File: src/rtl/ex_muldiv_pkg.sv
// ex_muldiv_pkg: shared opcodes, divider FSM states and helpers for the EX mul/div unit.
// Ports: none (package). Opcodes follow the EXE_*_OP encoding of the ID stage.
// DIV_STEPS must equal DATA_W: one restoring iteration per quotient bit.
package ex_muldiv_pkg;

  localparam int DATA_W    = 32;
  localparam int DIV_STEPS = 32;

  localparam logic [7:0] EXE_NOP_OP   = 8'b0000_0000;
  localparam logic [7:0] EXE_MULT_OP  = 8'b0001_1000;
  localparam logic [7:0] EXE_MULTU_OP = 8'b0001_1001;
  localparam logic [7:0] EXE_DIV_OP   = 8'b0001_1010;
  localparam logic [7:0] EXE_DIVU_OP  = 8'b0001_1011;
  localparam logic [7:0] EXE_MADD_OP  = 8'b1010_0110;
  localparam logic [7:0] EXE_MADDU_OP = 8'b1010_0111;
  localparam logic [7:0] EXE_MSUB_OP  = 8'b1010_1010;
  localparam logic [7:0] EXE_MSUBU_OP = 8'b1010_1011;

  // stall[3] value meaning "EX stage is held by control"
  localparam logic STOP = 1'b1;

  // DivFree / DivByZero / DivOn / DivEnd
  typedef enum logic [1:0] {
    DIV_FREE    = 2'b00,
    DIV_BY_ZERO = 2'b01,
    DIV_ON      = 2'b10,
    DIV_END     = 2'b11
  } div_state_t;

  // Magnitude of a two's-complement word; 0x8000_0000 maps to itself,
  // which is the correct unsigned magnitude.
  function automatic logic [DATA_W-1:0] mag(input logic [DATA_W-1:0] v);
    return v[DATA_W-1] ? -v : v;
  endfunction

  function automatic logic is_madd(input logic [7:0] op);
    return (op == EXE_MADD_OP) || (op == EXE_MADDU_OP) ||
           (op == EXE_MSUB_OP) || (op == EXE_MSUBU_OP);
  endfunction

endpackage

File: src/rtl/ex_muldiv_if.sv
// ex_muldiv_if: ID/EX operand bundle into the mul/div unit and its HI/LO result back out.
// master drives aluop/operands/forwarded HI-LO/stall/annul; slave returns hi/lo/whilo/stallreq.
// No handshake: the unit holds the pipeline through stallreq_o.
interface ex_muldiv_if;
  import ex_muldiv_pkg::*;

  logic [7:0]        aluop_i;
  logic [DATA_W-1:0] reg1_i;
  logic [DATA_W-1:0] reg2_i;
  logic [DATA_W-1:0] hi_i;
  logic [DATA_W-1:0] lo_i;
  logic [5:0]        stall;
  logic              annul_i;
  logic [DATA_W-1:0] hi_o;
  logic [DATA_W-1:0] lo_o;
  logic              whilo_o;
  logic              stallreq_o;

  modport master (
    output aluop_i, reg1_i, reg2_i, hi_i, lo_i, stall, annul_i,
    input  hi_o, lo_o, whilo_o, stallreq_o
  );

  modport slave (
    input  aluop_i, reg1_i, reg2_i, hi_i, lo_i, stall, annul_i,
    output hi_o, lo_o, whilo_o, stallreq_o
  );

endinterface

File: src/rtl/ex_muldiv_div_core.sv
// ex_muldiv_div_core: restoring divider datapath, one quotient bit per step.
// Ports: clk, rst (async active-low), load/step controls, unsigned dividend/divisor in; rem/quot/last out.
// Latency: STEPS step cycles after load; the owner FSM decides when to step (no internal backpressure).
module ex_muldiv_div_core
  import ex_muldiv_pkg::*;
#(
  parameter int STEPS = DIV_STEPS
) (
  input  logic             clk,
  input  logic             rst,
  input  logic             load,
  input  logic             step,
  input  logic [STEPS-1:0] dividend,
  input  logic [STEPS-1:0] divisor,
  output logic [STEPS-1:0] rem,
  output logic [STEPS-1:0] quot,
  output logic             last
);

  localparam int CW = $clog2(STEPS);

  // {remainder, quotient}; the shift below widens it to the 65-bit working value
  logic [2*STEPS-1:0] acc;
  logic [STEPS-1:0]   dsor;
  logic [CW-1:0]      cnt;
  logic [2*STEPS:0]   shifted;
  logic [STEPS:0]     diff;
  logic [2*STEPS-1:0] acc_nxt;

  always_comb begin
    shifted = {acc, 1'b0};
    diff    = shifted[2*STEPS:STEPS] - {1'b0, dsor};
    // No borrow means the partial remainder covered the divisor: keep the
    // difference and shift in a 1; otherwise restore (keep the shift).
    if (!diff[STEPS]) acc_nxt = {diff[STEPS-1:0], shifted[STEPS-1:1], 1'b1};
    else              acc_nxt = shifted[2*STEPS-1:0];
  end

  always_ff @(posedge clk or negedge rst) begin
    if (!rst) begin
      acc  <= '0;
      dsor <= '0;
      cnt  <= '0;
    end else if (load) begin
      acc  <= {{STEPS{1'b0}}, dividend};
      dsor <= divisor;
      cnt  <= '0;
    end else if (step) begin
      acc  <= acc_nxt;
      cnt  <= cnt + CW'(1);
    end
  end

  assign rem  = acc[2*STEPS-1:STEPS];
  assign quot = acc[STEPS-1:0];
  assign last = (cnt == CW'(STEPS-1));

endmodule

File: src/rtl/ex_muldiv.sv
// ex_muldiv: EX-stage multiply/divide unit producing HI/LO and its write enable.
// Ports: clk, rst (async active-low), bus (ex_muldiv_if.slave). MULT/MULTU 0-cycle; DIV/DIVU stall 33 then result; /0 stalls 2.
// Holds IF..EX with stallreq_o; result held in DIV_END while stall[3] is STOP. MULDIV_MADD_EN adds two-cycle MADD/MSUB.
module ex_muldiv
  import ex_muldiv_pkg::*;
(
  input  logic       clk,
  input  logic       rst,
  ex_muldiv_if.slave bus
);

  div_state_t state, state_nxt;

  logic                div_op, signed_div, mul_op, signed_mul, divisor_zero;
  logic                core_load, core_step, core_last;
  logic [DATA_W-1:0]   core_rem, core_quot, dividend_in, divisor_in;
  logic                neg_q, neg_r, by_zero;
  logic [2*DATA_W-1:0] mul_a, mul_b, product;
  logic [DATA_W-1:0]   hi_v, lo_v;
  logic                whilo_v, stallreq_v;

  assign div_op       = (bus.aluop_i == EXE_DIV_OP) || (bus.aluop_i == EXE_DIVU_OP);
  assign signed_div   = (bus.aluop_i == EXE_DIV_OP);
  assign mul_op       = (bus.aluop_i == EXE_MULT_OP) || (bus.aluop_i == EXE_MULTU_OP);
  assign divisor_zero = (bus.reg2_i == '0);

`ifdef MULDIV_MADD_EN
  logic                madd_op, madd_sub, phase, phase_nxt, prod_latch;
  logic [2*DATA_W-1:0] prod_q, acc_sum;
  logic                unused_inputs;
  assign madd_op    = is_madd(bus.aluop_i);
  assign madd_sub   = (bus.aluop_i == EXE_MSUB_OP) || (bus.aluop_i == EXE_MSUBU_OP);
  assign signed_mul = (bus.aluop_i == EXE_MULT_OP) || (bus.aluop_i == EXE_MADD_OP) ||
                      (bus.aluop_i == EXE_MSUB_OP);
  assign acc_sum    = madd_sub ? ({bus.hi_i, bus.lo_i} - prod_q) : ({bus.hi_i, bus.lo_i} + prod_q);
  assign unused_inputs = ^{bus.stall[5:4], bus.stall[2:0]};
`else
  logic unused_inputs;
  assign signed_mul    = (bus.aluop_i == EXE_MULT_OP);
  assign unused_inputs = ^{bus.stall[5:4], bus.stall[2:0], bus.hi_i, bus.lo_i};
`endif

  // One 64x64 multiply of sign- or zero-extended operands; the low 64 bits
  // are the correct signed or unsigned 32x32 product.
  assign mul_a   = signed_mul ? {{DATA_W{bus.reg1_i[DATA_W-1]}}, bus.reg1_i} : {{DATA_W{1'b0}}, bus.reg1_i};
  assign mul_b   = signed_mul ? {{DATA_W{bus.reg2_i[DATA_W-1]}}, bus.reg2_i} : {{DATA_W{1'b0}}, bus.reg2_i};
  assign product = mul_a * mul_b;

  // Divide-by-zero loads the raw dividend so it can be returned as HI untouched.
  assign dividend_in = (signed_div && !divisor_zero) ? mag(bus.reg1_i) : bus.reg1_i;
  assign divisor_in  = signed_div ? mag(bus.reg2_i) : bus.reg2_i;

  ex_muldiv_div_core #(.STEPS(DIV_STEPS)) u_div_core (
    .clk      (clk),
    .rst      (rst),
    .load     (core_load),
    .step     (core_step),
    .dividend (dividend_in),
    .divisor  (divisor_in),
    .rem      (core_rem),
    .quot     (core_quot),
    .last     (core_last)
  );

  always_ff @(posedge clk or negedge rst) begin
    if (!rst) state <= DIV_FREE;
    else      state <= state_nxt;
  end

  always_ff @(posedge clk or negedge rst) begin
    if (!rst) begin
      neg_q   <= 1'b0;
      neg_r   <= 1'b0;
      by_zero <= 1'b0;
    end else if (core_load) begin
      neg_q   <= signed_div & (bus.reg1_i[DATA_W-1] ^ bus.reg2_i[DATA_W-1]);
      neg_r   <= signed_div & bus.reg1_i[DATA_W-1];
      by_zero <= divisor_zero;
    end
  end

`ifdef MULDIV_MADD_EN
  always_ff @(posedge clk or negedge rst) begin
    if (!rst) begin
      phase  <= 1'b0;
      prod_q <= '0;
    end else begin
      phase <= phase_nxt;
      if (prod_latch) prod_q <= product;
    end
  end
`endif

  always_comb begin
    state_nxt  = state;
    core_load  = 1'b0;
    core_step  = 1'b0;
    hi_v       = '0;
    lo_v       = '0;
    whilo_v    = 1'b0;
    stallreq_v = 1'b0;
`ifdef MULDIV_MADD_EN
    phase_nxt  = phase;
    prod_latch = 1'b0;
`endif
    case (state)
      DIV_FREE: begin
        if (mul_op) begin
          {hi_v, lo_v} = product;
          whilo_v      = 1'b1;
        end else if (div_op && !bus.annul_i) begin
          core_load  = 1'b1;
          stallreq_v = 1'b1;
          state_nxt  = divisor_zero ? DIV_BY_ZERO : DIV_ON;
        end
`ifdef MULDIV_MADD_EN
        else if (madd_op && !bus.annul_i) begin
          if (!phase) begin
            prod_latch = 1'b1;
            stallreq_v = 1'b1;
            phase_nxt  = 1'b1;
          end else begin
            {hi_v, lo_v} = acc_sum;
            whilo_v      = 1'b1;
            phase_nxt    = 1'b0;
          end
        end
`endif
      end
      DIV_BY_ZERO: begin
        if (bus.annul_i) state_nxt = DIV_FREE;
        else begin
          stallreq_v = 1'b1;
          state_nxt  = DIV_END;
        end
      end
      DIV_ON: begin
        if (bus.annul_i) state_nxt = DIV_FREE;
        else begin
          stallreq_v = 1'b1;
          core_step  = 1'b1;
          if (core_last) state_nxt = DIV_END;
        end
      end
      DIV_END: begin
        if (bus.annul_i) state_nxt = DIV_FREE;
        else begin
          whilo_v = 1'b1;
          if (by_zero) begin
            hi_v = core_quot;
            lo_v = '1;
          end else begin
            hi_v = neg_r ? -core_rem  : core_rem;
            lo_v = neg_q ? -core_quot : core_quot;
          end
          if (bus.stall[3] != STOP) state_nxt = DIV_FREE;
        end
      end
      default: state_nxt = DIV_FREE;
    endcase
`ifdef MULDIV_MADD_EN
    if (bus.annul_i || !madd_op) phase_nxt = 1'b0;
`endif
    // Outputs drop to zero the moment reset asserts, not at the next edge.
    if (!rst) begin
      hi_v       = '0;
      lo_v       = '0;
      whilo_v    = 1'b0;
      stallreq_v = 1'b0;
    end
  end

  assign bus.hi_o       = hi_v;
  assign bus.lo_o       = lo_v;
  assign bus.whilo_o    = whilo_v;
  assign bus.stallreq_o = stallreq_v;

endmodule

File: src/flat_wrapper.sv
// flat-port wrapper written by rule: the top's interface ports become plain ports
module ex_muldiv_flat import ex_muldiv_pkg::*;
  (clk, rst, bus_aluop_i, bus_reg1_i, bus_reg2_i, bus_hi_i, bus_lo_i, bus_stall, bus_annul_i, bus_hi_o, bus_lo_o, bus_whilo_o, bus_stallreq_o);
  ex_muldiv_if bus_i ();
  input  logic clk;
  input  logic rst;
  input wire logic [$bits(bus_i.aluop_i)-1:0] bus_aluop_i;
  input wire logic [$bits(bus_i.reg1_i)-1:0] bus_reg1_i;
  input wire logic [$bits(bus_i.reg2_i)-1:0] bus_reg2_i;
  input wire logic [$bits(bus_i.hi_i)-1:0] bus_hi_i;
  input wire logic [$bits(bus_i.lo_i)-1:0] bus_lo_i;
  input wire logic [$bits(bus_i.stall)-1:0] bus_stall;
  input wire logic [$bits(bus_i.annul_i)-1:0] bus_annul_i;
  output wire logic [$bits(bus_i.hi_o)-1:0] bus_hi_o;
  output wire logic [$bits(bus_i.lo_o)-1:0] bus_lo_o;
  output wire logic [$bits(bus_i.whilo_o)-1:0] bus_whilo_o;
  output wire logic [$bits(bus_i.stallreq_o)-1:0] bus_stallreq_o;
  assign bus_i.aluop_i = bus_aluop_i;
  assign bus_i.reg1_i = bus_reg1_i;
  assign bus_i.reg2_i = bus_reg2_i;
  assign bus_i.hi_i = bus_hi_i;
  assign bus_i.lo_i = bus_lo_i;
  assign bus_i.stall = bus_stall;
  assign bus_i.annul_i = bus_annul_i;
  assign bus_hi_o = bus_i.hi_o;
  assign bus_lo_o = bus_i.lo_o;
  assign bus_whilo_o = bus_i.whilo_o;
  assign bus_stallreq_o = bus_i.stallreq_o;
  ex_muldiv u_core (.clk(clk), .rst(rst), .bus(bus_i));
endmodule
File: config.mk
export PLATFORM = sky130hd
export DESIGN_NAME = ex_muldiv_flat
export DESIGN_NICKNAME = d
export VERILOG_FILES = /design/src/rtl/ex_muldiv_pkg.sv /design/src/rtl/ex_muldiv_if.sv /design/src/rtl/ex_muldiv_div_core.sv /design/src/rtl/ex_muldiv.sv /design/src/flat_wrapper.sv
export SDC_FILE = /design/constraint.sdc
export NUM_CORES = 2
export LEC_CHECK = 0
export BUFFER_PORTS_ARGS = -buffer_cell sky130_fd_sc_hd__clkbuf_2
export CAP_MARGIN = 0
export CORE_MARGIN = 2
export CORE_UTILIZATION = 64
export DETAILED_ROUTE_END_ITERATION = 12
export HOLD_SLACK_MARGIN = 0.08
export PLACE_DENSITY = 0.92
export SETUP_SLACK_MARGIN = 0.4
export SLEW_MARGIN = 20
export SYNTH_ARGS = -nofsm -noshare
export SYNTH_HDL_FRONTEND = slang
export SYNTH_SLANG_ARGS = --single-unit
File: constraint.sdc
create_clock -name clk -period 16.8 [get_ports clk]
set_clock_uncertainty 0.05 [all_clocks]
set_input_delay 1.68 -clock clk [delete_from_list [all_inputs] [get_ports clk]]
set_output_delay 1.68 -clock clk [all_outputs]
set_load 0.05 [all_outputs]
==> flow_metrics.tcl <==
set metrics [dict create \
    gr-total-overflow 0 \
    reg2reg_slack_ns 12.19 \
    numCtsBuffers 9 \
    synth_seq_cells 106 \
    synthArstFlopShare_pct 100 \
    hold_viol 0 \
    drt_pre_antenna_iters 9 \
    multi_input_area_mm2 0.0475 \
    rsz0062_at_grt "false" \
    worstRegToRegCells 14 \
    endpoint "bus_hi_o[31]" \
    avgSynthCellArea_um2 8.80 \
    die_h_um 304 \
    synth_top_flop_cell "dfrtp_1" \
    num_rows 110 \
    r2r_start "u_core.u_div_core.acc[31]" \
    r2r_end "u_core.u_div_core.acc[33]" \
    status "complete, no violations" \
    critPathTopFamily "adder cells" \
    drt_iter0_markers 5045 \
    dp_hpwl_um 141000 \
    drv_slew 0 \
    mostFrequentLayoutCells "inv_1 (1592), fa_1 (1420), nand2_1 (947)" \
    cp_max_fo 24 \
    relSlewSlack_pct 14.8 \
    synth_edf_count 0 \
    worstMarginPinSlew_ns 1.28 \
    synth.distinct_cells 78 \
    placed_cells 7547 \
    cpPeakStageDelay_ns 0.92 \
    setup_tns_ns 0 \
    routed_wl_um 176000 \
    required_ns 15.07 \
    drcViolationCount 0 \
    antenna_found_initial 10 \
    arrival_ns 13.60 \
    worst_path_most_repeated_cell "fa_1" \
    cts_tree "built" \
    layoutNonFillerInstCount 7579 \
    yosysWarnings 0 \
    clk-insertion-delay-late_ns 0.36 \
    synth_area_mm2 0.0576 \
    clockRootBuffer "clkbuf_16" \
    cts.clk_slew.worst_paths_ns 0.08 \
    postCtsSetupRepairBufs 0 \
    wl_per_cell_um 23.2 \
    fin_crit_sh_pct 91.3 \
    die_w_um 304 \
    cts_max_level 3 \
    grtUsageTotal_pct 39.3 \
    grt_pass1_vias 50726 \
    core_area_mm2 0.0896 \
    synth_nets 8457 \
    maxCapViolCount 0 \
    fmax_mhz 65.2 \
    io_buffers 141 \
    crit_slowest_cell "and2_1" \
    grt_pass1_wl_um 278000 \
    design_area_mm2 0.0592 \
    fill_cells 6563 \
    min_period_ns 15.33 \
    ys_seq_area_share_pct 4.61 \
    crit_buf_inv 7 \
    fin_nets 8297 \
    start_util_pct 64.3 \
    dieArea_mm2 0.0924 \
    cp-startpoint "bus_aluop_i[7]" \
    ctsResizeCount 0 \
    ctsLongestPathBuffers 2 \
    min_path_type "reg -> reg" \
    num_vias 46093 \
    final_antenna_net_count 0 \
    mostFrequentLayoutCell "inv_1" \
    synthToLayoutAreaGrowth_pct 2.76 \
    cts.sinks 106 \
    seqCellArea_mm2 0.00265 \
    crit_type "in -> out" \
    setup_viol 0 \
    detail_route.vias_per_cell 6.08 \
    cp-end-kind "primary output" \
    io_pins 211 \
    cp-start-kind "input pin" \
    grt_start_max_net_pins 118 \
    place_congestion 1.00 \
    postPlaceCellArea_mm2 0.0589 \
    path_depth 32 \
    syn_inst 6542 \
    drive_above_1_share_pct 4.02 \
    ctsHoldBuffers 0 \
]
[registers in the layout, summed over array words and instances (netlist names)]
name	count
u_core.u_div_core.acc	64
u_core.u_div_core.dsor	32
u_core.u_div_core.cnt	5
u_core.state	2
u_core.by_zero	1
u_core.neg_q	1
u_core.neg_r	1
[worst min-delay path, stage by stage (launching register included)]
cell and delay, ns:
dfrtp_1 0.35, nand2_1 0.05, o21ai_0 0.06
[layer usage]
layer	vias up	track usage, %	wire [µm]
li1	19017	-	-
met4	2	22.3	11900
met5	-	0	13
met1	22907	48.2	60100
met2	3278	63.7	81900
met3	889	9.87	22200
[cells by family after synthesis]
group,count (synthesis),synth area share (%)
buffers and inverters,1973,12.9
and+or+nand+nor,1718,13.8
adders and majority gates,1774,57.0
AOI/OAI and AO/OA,704,7.53
DFF,106,4.61
xor gates and xnor gates,257,3.91
muxes,10,0.176
[per-stage QoR]
step / hold WS [ns] / util [%] / setup slack (ns)
finish: 0.438 / 66.0 / 1.47
global route: 0.465 / 66.0 / 0.852
CTS: 0.437 / 66.0 / 1.62
global placement: 0.416 / 65.7 / 1.86
detailed placement: 0.421 / 65.7 / 1.63
floorplan: 0.400 / - / 2.75
[cell usage after synthesis, drive strengths merged (4+ instances only)]
| cell type | instances | share of area [%] |
|---|---|---|
| nand2 | 947 | 6.2 |
| a21oi | 197 | 1.7 |
| o31ai | 38 | 0.53 |
| nor4 | 14 | 0.17 |
| o211a | 4 | 0.070 |
| o21bai | 18 | 0.23 |
| or4 | 18 | 0.26 |
| a221o | 4 | 0.070 |
| a22oi | 7 | 0.091 |
| a31oi | 47 | 0.51 |
| nand2b | 26 | 0.31 |
| o21ai | 208 | 1.8 |
| o31a | 6 | 0.091 |
| o221ai | 7 | 0.11 |
| o41ai | 16 | 0.27 |
| a211oi | 18 | 0.23 |
| and3 | 42 | 0.46 |
| dfrtp | 106 | 4.6 |
| and2 | 371 | 4.0 |
| xnor2 | 173 | 2.6 |
| nand4 | 14 | 0.15 |
| o211ai | 9 | 0.12 |
| nor2b | 10 | 0.11 |
| o21a | 11 | 0.14 |
| nand3 | 33 | 0.29 |
| o311ai | 5 | 0.076 |
| a211o | 7 | 0.11 |
| a31o | 6 | 0.091 |
| ha | 350 | 7.6 |
| nor3 | 32 | 0.29 |
| or2 | 5 | 0.054 |
| o22ai | 25 | 0.27 |
| maj3 | 4 | 0.070 |
| clkbuf | 324 | 2.1 |
| a21boi | 4 | 0.052 |
| a21o | 47 | 0.61 |
| or3 | 24 | 0.27 |
| inv | 1592 | 10 |
| mux2i | 9 | 0.16 |
| nor2 | 169 | 1.1 |
| xor2 | 84 | 1.3 |
| fa | 1420 | 49 |
| buf | 56 | 0.41 |
[area by class of cell]
| class | count | area share [%] |
|---|---|---|
| timing repair buffer | 209 | 2.06 |
| clock buffer | 11 | 0.410 |
| multi-input combinational | 4463 | 80.3 |
| tap | 1176 | 2.49 |
| sequential | 106 | 4.48 |
| inverter | 1593 | 10.1 |
| clock inverter | 5 | 0.0634 |
| antenna | 16 | 0.0677 |
[how the worst min path moves through the flow]
stage | slack [ns] | cells past startpoint | endpoint | from
floorplan | 0.40 | 2 | u_core.u_div_core.dsor[10] | u_core.u_div_core.dsor[10]
global placement | 0.42 | 2 | u_core.u_div_core.dsor[25] | u_core.u_div_core.dsor[25]
detailed placement | 0.42 | 2 | u_core.u_div_core.dsor[3] | u_core.u_div_core.dsor[3]
CTS | 0.44 | 2 | u_core.u_div_core.dsor[19] | u_core.u_div_core.dsor[19]
global route | 0.47 | 2 | u_core.u_div_core.dsor[3] | u_core.u_div_core.dsor[3]
finish | 0.44 | 2 | u_core.u_div_core.dsor[3] | u_core.u_div_core.dsor[3]
Power is not shown: default switching activity piles up to over one toggle a cycle in this logic, so the estimate is an artifact.
